[src/rtl/alu_exec_unit.sv]
// alu_exec_unit: 20-bit ALU execution responder with zero/sign/carry status.
// One request is taken in IDLE, its result is registered, and the result is then
// offered on the response side until it is consumed.
// Optional build macro ALU_EXEC_MUL_EN adds opcode 22 (iterative shift-add MUL)
// and the BUSY state; without it opcode 22 is reported as illegal.
//
// Handshakes: a request transfers on the rising edge where req_valid & req_ready;
// a response transfers on the rising edge where rsp_valid & rsp_ready, and while
// rsp_valid is high rsp_c/rsp_c2/rsp_err stay stable.
module alu_exec_unit #(
  parameter int WIDTH = 20,
  parameter int OPW   = 5
) (
  input  logic             clk,
  input  logic             rst,
  input  logic             req_valid,
  output logic             req_ready,
  input  logic [OPW-1:0]   req_op,
  input  logic             req_mode,
  input  logic [WIDTH-1:0] req_a,
  input  logic [WIDTH-1:0] req_b,
  output logic             rsp_valid,
  input  logic             rsp_ready,
  output logic [WIDTH-1:0] rsp_c,
  output logic [WIDTH-1:0] rsp_c2,
  output logic             rsp_err,
  output logic             status_zero,
  output logic             status_sign,
  output logic             status_carry
);
  localparam int HALF = WIDTH / 2;

  localparam logic [OPW-1:0] OP_NOT   = OPW'(0);
  localparam logic [OPW-1:0] OP_AND   = OPW'(1);
  localparam logic [OPW-1:0] OP_OR    = OPW'(2);
  localparam logic [OPW-1:0] OP_XOR   = OPW'(3);
  localparam logic [OPW-1:0] OP_SHR   = OPW'(4);
  localparam logic [OPW-1:0] OP_SHL   = OPW'(5);
  localparam logic [OPW-1:0] OP_ROR   = OPW'(6);
  localparam logic [OPW-1:0] OP_ROL   = OPW'(7);
  localparam logic [OPW-1:0] OP_SWAP  = OPW'(8);
  localparam logic [OPW-1:0] OP_INC   = OPW'(9);
  localparam logic [OPW-1:0] OP_DEC   = OPW'(10);
  localparam logic [OPW-1:0] OP_ADD   = OPW'(11);
  localparam logic [OPW-1:0] OP_ADC   = OPW'(12);
  localparam logic [OPW-1:0] OP_SUB   = OPW'(13);
  localparam logic [OPW-1:0] OP_SBC   = OPW'(14);
  localparam logic [OPW-1:0] OP_EQ    = OPW'(15);
  localparam logic [OPW-1:0] OP_GT    = OPW'(16);
  localparam logic [OPW-1:0] OP_LT    = OPW'(17);
  localparam logic [OPW-1:0] OP_GE    = OPW'(18);
  localparam logic [OPW-1:0] OP_LE    = OPW'(19);
  localparam logic [OPW-1:0] OP_LDSR  = OPW'(20);
  localparam logic [OPW-1:0] OP_XORSR = OPW'(21);

  typedef enum logic [1:0] {S_IDLE, S_BUSY, S_RESP} state_t;

  state_t state, state_nx;

  logic             accept, is_mul, full_w, cin, err, zs_upd;
  logic             z_n, s_n, c_n;
  logic [WIDTH-1:0] res_mask, a_m, b_m, res, res2, res_m;
  logic [WIDTH:0]   sum;

  assign req_ready = (state == S_IDLE);
  assign rsp_valid = (state == S_RESP);
  assign accept    = (state == S_IDLE) && req_valid;

`ifdef ALU_EXEC_MUL_EN
  localparam logic [OPW-1:0] OP_MUL = OPW'(22);
  localparam int CW = $clog2(WIDTH + 1);

  logic [2*WIDTH-1:0] mul_acc, mul_mcand, mul_acc_nx;
  logic [WIDTH-1:0]   mul_mplier, mul_lo;
  logic [CW-1:0]      mul_cnt;
  logic               mul_full, mul_done, mul_hi_nz, mul_sign;

  assign is_mul   = (req_op == OP_MUL);
  assign mul_done = (state == S_BUSY) && (mul_cnt == CW'(1));

  // One shift-add step; the final step's value is what gets reported.
  always_comb begin
    mul_acc_nx = mul_mplier[0] ? (mul_acc + mul_mcand) : mul_acc;
    mul_lo     = mul_full ? mul_acc_nx[WIDTH-1:0]
                          : {{(WIDTH-HALF){1'b0}}, mul_acc_nx[HALF-1:0]};
    mul_hi_nz  = mul_full ? (|mul_acc_nx[2*WIDTH-1:WIDTH]) : (|mul_acc_nx[WIDTH-1:HALF]);
    mul_sign   = mul_full ? mul_lo[WIDTH-1] : mul_lo[HALF-1];
  end

  // Multiplier registers: load on accept, then one step per BUSY cycle.
  always_ff @(posedge clk or posedge rst) begin
    if (rst) begin
      mul_acc    <= '0;
      mul_mcand  <= '0;
      mul_mplier <= '0;
      mul_cnt    <= '0;
      mul_full   <= 1'b0;
    end else if (accept && is_mul) begin
      mul_acc    <= '0;
      mul_mcand  <= {{WIDTH{1'b0}}, a_m};
      mul_mplier <= b_m;
      mul_cnt    <= req_mode ? CW'(WIDTH) : CW'(HALF);
      mul_full   <= req_mode;
    end else if (state == S_BUSY) begin
      mul_acc    <= mul_acc_nx;
      mul_mcand  <= mul_mcand << 1;
      mul_mplier <= mul_mplier >> 1;
      mul_cnt    <= mul_cnt - CW'(1);
    end
  end
`else
  assign is_mul = 1'b0;
`endif

  // Single-cycle result and next status for the presented request.
  always_comb begin
    full_w   = req_mode || (req_op inside {OP_SHR, OP_SHL, OP_ROR, OP_ROL, OP_LDSR, OP_XORSR});
    res_mask = full_w ? {WIDTH{1'b1}} : {{(WIDTH-HALF){1'b0}}, {HALF{1'b1}}};
    a_m      = req_a & res_mask;
    b_m      = req_b & res_mask;
    cin      = ((req_op == OP_ADC) || (req_op == OP_SBC)) && status_carry;
    sum      = '0;
    res      = '0;
    res2     = '0;
    err      = 1'b0;
    zs_upd   = 1'b0;
    z_n      = status_zero;
    s_n      = status_sign;
    c_n      = status_carry;
    case (req_op)
      OP_NOT:   begin res = ~a_m;      zs_upd = 1'b1; end
      OP_AND:   begin res = a_m & b_m; zs_upd = 1'b1; end
      OP_OR:    begin res = a_m | b_m; zs_upd = 1'b1; end
      OP_XOR:   begin res = a_m ^ b_m; zs_upd = 1'b1; end
      OP_SHR:   begin res = req_a >> 1; c_n = req_a[0];       zs_upd = 1'b1; end
      OP_SHL:   begin res = req_a << 1; c_n = req_a[WIDTH-1]; zs_upd = 1'b1; end
      OP_ROR:   begin res = {req_a[0], req_a[WIDTH-1:1]};     zs_upd = 1'b1; end
      OP_ROL:   begin res = {req_a[WIDTH-2:0], req_a[WIDTH-1]}; zs_upd = 1'b1; end
      OP_SWAP:  begin res = b_m; res2 = a_m; end
      OP_INC:   begin
        sum = {1'b0, a_m} + (WIDTH+1)'(1);
        res = sum[WIDTH-1:0]; c_n = (a_m == res_mask); zs_upd = 1'b1;
      end
      OP_DEC:   begin
        sum = {1'b0, a_m} - (WIDTH+1)'(1);
        res = sum[WIDTH-1:0]; c_n = (a_m == '0); zs_upd = 1'b1;
      end
      OP_ADD, OP_ADC: begin
        sum = {1'b0, a_m} + {1'b0, b_m} + (WIDTH+1)'(cin);
        res = sum[WIDTH-1:0]; c_n = full_w ? sum[WIDTH] : sum[HALF]; zs_upd = 1'b1;
      end
      OP_SUB, OP_SBC: begin
        // Operands are masked, so a negative difference always sets the top bit.
        sum = {1'b0, a_m} - {1'b0, b_m} - (WIDTH+1)'(cin);
        res = sum[WIDTH-1:0]; c_n = sum[WIDTH]; zs_upd = 1'b1;
      end
      OP_EQ:    z_n = (a_m == b_m);
      OP_GT:    s_n = (a_m > b_m);
      OP_LT:    s_n = (a_m < b_m);
      OP_GE:    begin s_n = (a_m >= b_m); z_n = (a_m == b_m); end
      OP_LE:    begin s_n = (a_m <= b_m); z_n = (a_m == b_m); end
      OP_LDSR:  {c_n, s_n, z_n} = req_a[2:0];
      OP_XORSR: {c_n, s_n, z_n} = {status_carry, status_sign, status_zero} ^ req_a[2:0];
`ifdef ALU_EXEC_MUL_EN
      OP_MUL:   begin end
`endif
      default:  err = 1'b1;
    endcase
    res_m = res & res_mask;
    if (zs_upd) begin
      z_n = (res_m == '0);
      s_n = full_w ? res_m[WIDTH-1] : res_m[HALF-1];
    end
  end

  // State register.
  always_ff @(posedge clk or posedge rst) begin
    if (rst) state <= S_IDLE;
    else     state <= state_nx;
  end

  // Next-state logic.
  always_comb begin
    state_nx = state;
    case (state)
      S_IDLE: if (accept) begin
`ifdef ALU_EXEC_MUL_EN
        state_nx = is_mul ? S_BUSY : S_RESP;
`else
        state_nx = S_RESP;
`endif
      end
`ifdef ALU_EXEC_MUL_EN
      S_BUSY: if (mul_done) state_nx = S_RESP;
`endif
      S_RESP: if (rsp_ready) state_nx = S_IDLE;
      default: state_nx = S_IDLE;
    endcase
  end

  // Response and status registers, written when a result is produced.
  always_ff @(posedge clk or posedge rst) begin
    if (rst) begin
      rsp_c        <= '0;
      rsp_c2       <= '0;
      rsp_err      <= 1'b0;
      status_zero  <= 1'b0;
      status_sign  <= 1'b0;
      status_carry <= 1'b0;
    end else if (accept && !is_mul) begin
      rsp_c        <= res_m;
      rsp_c2       <= res2;
      rsp_err      <= err;
      status_zero  <= z_n;
      status_sign  <= s_n;
      status_carry <= c_n;
    end
`ifdef ALU_EXEC_MUL_EN
    else if (mul_done) begin
      rsp_c        <= mul_lo;
      rsp_c2       <= '0;
      rsp_err      <= 1'b0;
      status_zero  <= (mul_lo == '0);
      status_sign  <= mul_sign;
      status_carry <= mul_hi_nz;
    end
`endif
  end
endmodule

[config.mk]
export PLATFORM = sky130hd
export DESIGN_NAME = alu_exec_unit
export DESIGN_NICKNAME = d
export VERILOG_FILES = /design/src/rtl/alu_exec_unit.sv
export SDC_FILE = /design/constraint.sdc
export NUM_CORES = 1
export LEC_CHECK = 0
export ABC_AREA = 1
export BUFFER_PORTS_ARGS = -buffer_cell sky130_fd_sc_hd__buf_4
export CAP_MARGIN = 20
export CORE_ASPECT_RATIO = 1.25
export CORE_MARGIN = 5
export CORE_UTILIZATION = 30
export CTS_CLUSTER_DIAMETER = 150
export DETAILED_ROUTE_END_ITERATION = 7
export PLACE_DENSITY = 0.56
export SYNTH_ARGS = -nofsm -noshare
export SYNTH_HDL_FRONTEND = slang
export SYNTH_SLANG_ARGS = --single-unit
[constraint.sdc]
create_clock -name clk -period 3.2 [get_ports clk]
set_clock_uncertainty 0.1 [all_clocks]
set_input_delay 0.64 -clock clk [delete_from_list [all_inputs] [get_ports clk]]
set_output_delay 0.64 -clock clk [all_outputs]
set_load 0.005 [all_outputs]
==> results of run 1 <==
[cell type report]
class / instances / area [um^2]
Tap cell: 345 / 432
Fill cell: 2826 / 13600
Multi-Input combinational cell: 1076 / 6990
Inverter: 220 / 850
Clock buffer: 6 / 139
Clock inverter: 2 / 13.8
Timing Repair Buffer: 462 / 3630
Sequential cell: 45 / 1130
[layout by cell type, fill, tap and decap left out, drive strengths merged, types with 8 or more instances in the layout]
cell type / count
nand3: 118
or2: 8
inv: 219
o21ai: 86
o22ai: 28
xor2: 10
o211ai: 8
nand2: 377
nor2: 131
a21oi: 82
o21bai: 11
nor3: 17
nor4: 14
buf: 462
nand4: 25
ha: 108
dfrtp: 45
[cells by family after synthesis]
logic type / Yosys count / synth area share [%]
and+or+nand+nor: 696 / 37.1
AOI/OAI and AO/OA: 255 / 18.2
buffers and inverters: 247 / 11.9
adders and majority gates: 113 / 17.8
DFF: 45 / 13.8
xor gates and xnor gates: 11 / 1.18
[registers in the layout, summed over array words and instances, names as in the netlist]
name	count
status_sign	1
status_carry	1
status_zero	1
rsp_c	20
rsp_err	1
state	1
rsp_c2	20
[stage by stage]
stage	total power (W)	util [%]	instance area, um^2	instances	setup WS, ns
floorplan	0.00167	-	8410	1367	-0.0472
global placement	0.00276	45.2	12100	2130	-0.897
detailed placement	0.00277	45.2	12100	2130	-0.883
CTS	0.00352	48.2	12900	2153	-0.262
global route	0.00388	49.1	13200	2156	-0.540
finish	0.00362	49.1	13200	2156	-0.344
[report_power, final]
group,internal (W),leakage (nW),total (W),switching [W]
Sequential,0.000633,0.608,0.000676,0.0000434
Combinational,0.00112,6.38,0.00240,0.00129
Clock,0.000311,0.0768,0.000535,0.000224
[metal layers]
| layer | track usage, % | wire length [um] | vias to the layer above |
|---|---|---|---|
| li1 | - | - | 5404 |
| met1 | 32.6 | 16500 | 5046 |
| met2 | 43.6 | 19000 | 395 |
| met3 | 1.60 | 2210 | 100 |
| met4 | 10.5 | 1810 | 0 |
| met5 | 0 | 0 | - |
[path summary, 6_finish.rpt]
check,from,end,cells past startpoint
min in group clk,rsp_c[7]$_DFFE_PP0P_,rsp_c[7]$_DFFE_PP0P_,2
min,rst,rsp_c2[16]$_DFFE_PP0P_,2
min reg2reg,rsp_c[7]$_DFFE_PP0P_,rsp_c[7]$_DFFE_PP0P_,2
max,req_op[4],status_zero$_DFFE_PP0P_,29
max reg2reg,status_carry$_DFFE_PP0P_,status_zero$_DFFE_PP0P_,19
max in group asynchronous,rst,rsp_c[6]$_DFFE_PP0P_,3
[repair_timing]
item / in CTS / in global routing
pin swaps: 45 / 31
endpoints found under the setup margin: 15 / 14
gates resized for setup: 127 / 57
setup buffers: 16 / 3
cloned: 1 / 0
==> summary.txt, run 1 <==
Setup path
  • CP Data Required Time: 3.33 ns
  • Critical Path Fanout Max: 5
  • Critical Path End Type: register
  • Startpoint Class: input pin
  • WP data arrival: 3.67 ns
  • Worst Path Buf+Inv: 6
  • R2R Setup Slk: -0.20 ns
  • CP delay by family, top: simple AND/OR/NAND/NOR gates
  • CP Class: in2reg
  • Slowest CP cell: ha_4
  • Top cell by count, worst path: nand2_1
  • Worst path max stage delay: 0.30 ns

Global routing
  • First-pass GRT wire length: between 60000 and 70000 um
  • Number of global-route vias before repair: 10900
  • Gr usage total: 25.3%
  • Initial antenna violation count: 0
  • Largest net degree at the start of global routing: between 40 and 50
  • GR Overflow Total: 0

Die
  • Initial Util: 30.4%
  • # rows: 67
  • Die Ht: 194 um
  • Die area: 30600 um^2
  • Core Region: 26800 um^2
  • Die width: between 150 and 200 um
  • Ports: 96

Hold path
  • HP Class: in2async

Route
  • First-pass iteration count of the detailed router: 8
  • Final wirelength: 39500 um
  • Initial DRC Count: a little over 800
  • Via count: around 11000
  • Detail Route Antenna Nets: 0
  • Wire per inst: 18.3 um
  • Post-route DRC: 0
  • Drt via density: 5.08

Finish
  • Layout area overhead: 61.4%
  • Fraction of layout cells with a size suffix above 1: a little over a third
  • Ant diodes: 0
  • Nets: 1973

Synth
  • Mapped cell area: a little over 8000 um^2
  • Primary FF master, synth: dfrtp_1
  • Number of flops mapped to enable cells by yosys: 0
  • Synth area leader: nand2_1
  • Most frequent cells after synthesis: 366 x nand2_1, 210 x inv_1, 126 x nor2_1
  • Post-synthesis cell count: 1367
  • Register area share after synthesis: 13.8%
  • Synth area leaders: nand2_1 17%, ha_1 17%, dfrtp_1 14%
  • Synthesized net count: 1530
  • Asr flop ratio synth: 100%
  • Top-area cell type share of the netlist area: roughly 17%
  • #FFs+latches synth: 45
  • Ys Warns: 0
  • Netlist cell types: 48
  • Syn_area_per_cell: 5.97 um^2
  • Count leader, synth: nand2_1

STA
  • Final Hold Fails: 0
  • Minimum clock period after layout: 3.54 ns
  • Minimum setup slack in the final design: -0.344 ns
  • Fin crit share: 111%
  • Maximum clock rate: 0.282 GHz
  • RSZ-0062 raised after global routing: yes
  • Relative slew slack: around two thirds
  • Slew Limit Fails: 0
  • Setup violators final: 7
  • Total Neg Setup Slack: -1.22 ns
  • Hold Slack: around 0.14 ns
  • Tightest Pin Transition: 0.487 ns

Outcome
  • Failing checks: negative setup slack
  • Outcome: finished, violations left

CTS
  • CTS tree: built
  • Sink Count: 45
  • H-tree depth: 2
  • Worst-path clk slew: 0.06 ns
  • Post-CTS Hold Buffers: 0
  • CTS Buf Count: 5
  • Clock root cell: clkbuf_16
  • Skew-Pair Late Insertion Delay: 0.29 ns
  • CTS max path bufs: 2

Power and ir drop
  • Max VDD drop: around 0.00019 V
  • Pwr Density: 274 nW/um^2
  • Lkg Pwr: 7.06 nW

Place
  • Post-DP HPWL: 33100 um
  • PortBufs: 95
  • Routability cong.: 1.02

Run
  • Maxcap violations: 0
No activity file was read; power rests on OpenSTA's default activity.
==> run 2: changes to the inputs <==
--- a/config.mk
+++ b/config.mk
@@ -14,6 +14,8 @@
 export CTS_CLUSTER_DIAMETER = 150
 export DETAILED_ROUTE_END_ITERATION = 7
 export PLACE_DENSITY = 0.56
+export RECOVER_POWER = 50
 export SYNTH_ARGS = -nofsm -noshare
 export SYNTH_HDL_FRONTEND = slang
 export SYNTH_SLANG_ARGS = --single-unit
+export TNS_END_PERCENT = 10
==> run 2 against run 1 <==
The flow finishes with violations (max-capacitance violations, max-slew violations, negative setup slack). Clock power is essentially flat. Critical path depth shrank 1. Design area shrank 2.9%. Via count shrank 0.13%.
==> summary.txt, run 2 (same netlist as run 1, synthesis figures left out) <==
STA
  • Total Neg Setup Slack: -1.32 ns
  • Tightest Pin Transition: between 2 and 2.5 ns
  • Fin crit share: 109%
  • Maximum clock rate: 0.286 GHz
  • Setup violators final: 10
  • Minimum setup slack in the final design: -0.302 ns
  • RSZ-0062 raised after global routing: yes
  • Slew Limit Fails: 40
  • Relative slew slack: -43.1%
  • Minimum clock period after layout: between 3 and 4 ns
  • Final Hold Fails: 0

Place
  • PortBufs: 95
  • Routability cong.: approximately 1
  • Post-DP HPWL: 33100 um

Setup path
  • Reg2reg start: status_carry$_DFFE_PP0P_
  • Slowest CP cell: ha_4
  • Worst reg2reg endpoint: status_zero$_DFFE_PP0P_
  • Crit path from: req_op[4]
  • CP Class: in2reg
  • R2R Setup Slk: -0.20 ns
  • R2R depth: 19
  • Critical Path Fanout Max: 5
  • Worst path max stage delay: 0.29 ns
  • Critical Path End Type: register
  • Top cell by count, worst path: nand2_1
  • CP Data Required Time: 3.33 ns
  • Crit path capture: status_zero$_DFFE_PP0P_
  • Instance count on the critical path: 28
  • Worst Path Buf+Inv: 6
  • CP delay by family, top: simple AND/OR/NAND/NOR gates
  • WP data arrival: 3.63 ns
  • Startpoint Class: input pin

Die
  • Initial Util: 30.4%
  • Ports: 96
  • Die width: between 150 and 200 um
  • Core Region: 26800 um^2
  • # rows: 67
  • Die Ht: 194 um
  • Die area: 30600 um^2

CTS
  • CTS max path bufs: 2
  • CTS Buf Count: 5
  • Clock root cell: clkbuf_16
  • H-tree depth: 2
  • Worst-path clk slew: 0.06 ns
  • Skew-Pair Late Insertion Delay: a little under 0.3 ns
  • CTS tree: built
  • Sink Count: 45

Global routing
  • Largest net degree at the start of global routing: 46
  • GR Overflow Total: 0
  • Met1 global-route usage: 32.6%
  • Met2 Usage GRT: 43.2%
  • Initial antenna violation count: 0
  • Busiest grt layer: met2
  • Routing usage on met3: 1.62%
  • Number of global-route vias before repair: roughly 11000
  • Gr usage total: between 20 and 30%
  • First-pass GRT wire length: 60300 um

Outcome
  • Failing checks: max-capacitance violations, max-slew violations, negative setup slack
  • Outcome: finished, violations left

Power and ir drop
  • Switching power: 0.00148 W
  • Max VDD drop: 0.000188 V
  • Clock power frac: between 10% and 20%
  • Pwr Density: roughly 270 nW/um^2
  • Lkg Pwr: 6.96 nW
  • Switching Share: between 40% and 50%
  • Share of power burned in registers: 19.5%
  • Combinational power share: 65.2%
  • Pint: 0.00199 W
  • Total power: ~0.0035 W

Route
  • Drt via density: 5.07
  • Detail Route Antenna Nets: 0
  • Initial DRC Count: 845
  • Wire per inst: 18.1 um
  • First-pass iteration count of the detailed router: 5
  • Via count: 10900
  • Final wirelength: 39100 um
  • Post-route DRC: 0

Finish
  • Nets: 1971
  • Fraction of layout cells with a size suffix above 1: 33.5%
  • Most frequent cells in the layout: 427 x buf_4, 340 x nand2_1, 201 x inv_1
  • Leading cell type in the layout, fill and taps excluded: buf_4
  • Largest registers: rsp_c2 (20), rsp_c (20)
  • FILL cells: 2881
  • Layout area overhead: 56.7%
  • Ant diodes: 0

Hold path
  • HP Class: in2async

Run
  • Maxcap violations: 1
## run 2: how the worst min path moves through the flow
| stage | from | to | cells after the start |
|---|---|---|---|
| after floorplan | rsp_c[7]$_DFFE_PP0P_ | rsp_c[7]$_DFFE_PP0P_ | 2 |
| after global placement | rsp_c[5]$_DFFE_PP0P_ | rsp_c[5]$_DFFE_PP0P_ | 2 |
| after detailed placement | rsp_c[7]$_DFFE_PP0P_ | rsp_c[7]$_DFFE_PP0P_ | 2 |
| after CTS | rsp_c[7]$_DFFE_PP0P_ | rsp_c[7]$_DFFE_PP0P_ | 2 |
| after global routing | rst | rsp_c2[17]$_DFFE_PP0P_ | 2 |
| final | rst | rsp_c2[16]$_DFFE_PP0P_ | 2 |
## run 2: power by group through the flow
| stage | logic [W] | clock network [W] | registers, W |
|---|---|---|---|
| 2_1_floorplan | 0.000981 | 0 | 0.000685 |
| 5_1_grt | 0.00248 | 0.000573 | 0.000682 |
| 4_1_cts | 0.00222 | 0.000552 | 0.000677 |
| 3_5_place_dp | 0.00208 | 0 | 0.000687 |
| 3_3_place_gp | 0.00207 | 0 | 0.000683 |
| 6_report | 0.00226 | 0.000533 | 0.000676 |
## run 2: area by class of cell
class,instances,area [um^2],share of cell area (%)
multi-input cells,1076,6670,52.1
repair buffers,460,3580,28.0
flip-flops and latches,45,1130,8.80
inverters,220,845,6.60
well taps,345,432,3.37
clock buffers,6,139,1.09
clock inverters,2,13.8,0.108
## run 2: per-layer routing
| layer | up-vias | share of wire [%] |
|---|---|---|
| met2 | 391 | 47 |
| met5 | - | 0 |
| met4 | 0 | 4.9 |
| li1 | 5396 | - |
| met1 | 5043 | 42 |
| met3 | 101 | 5.7 |
## run 2: per-stage QoR
stage	worst slack [ns]	area [um^2]	util, %	hold slack [ns]	cells
global placement	-0.897	12100	45.2	0.366	2130
global route	-0.482	12800	47.7	0.183	2154
detailed placement	-0.883	12100	45.2	0.368	2130
finish	-0.302	12800	47.7	0.166	2154
floorplan	-0.0472	8410	-	0.372	1367
CTS	-0.269	12700	47.5	0.385	2151
## run 2: timing repair
| item | 4_1_cts | 5_1_grt |
|---|---|---|
| resized for setup | 87 | 20 |
| pin swaps | 31 | 18 |
| buffers inserted | 13 | 2 |
| cloned | 1 | 0 |
| hold buffers | 0 | 0 |
| setup endpoints to repair | 15 | 14 |
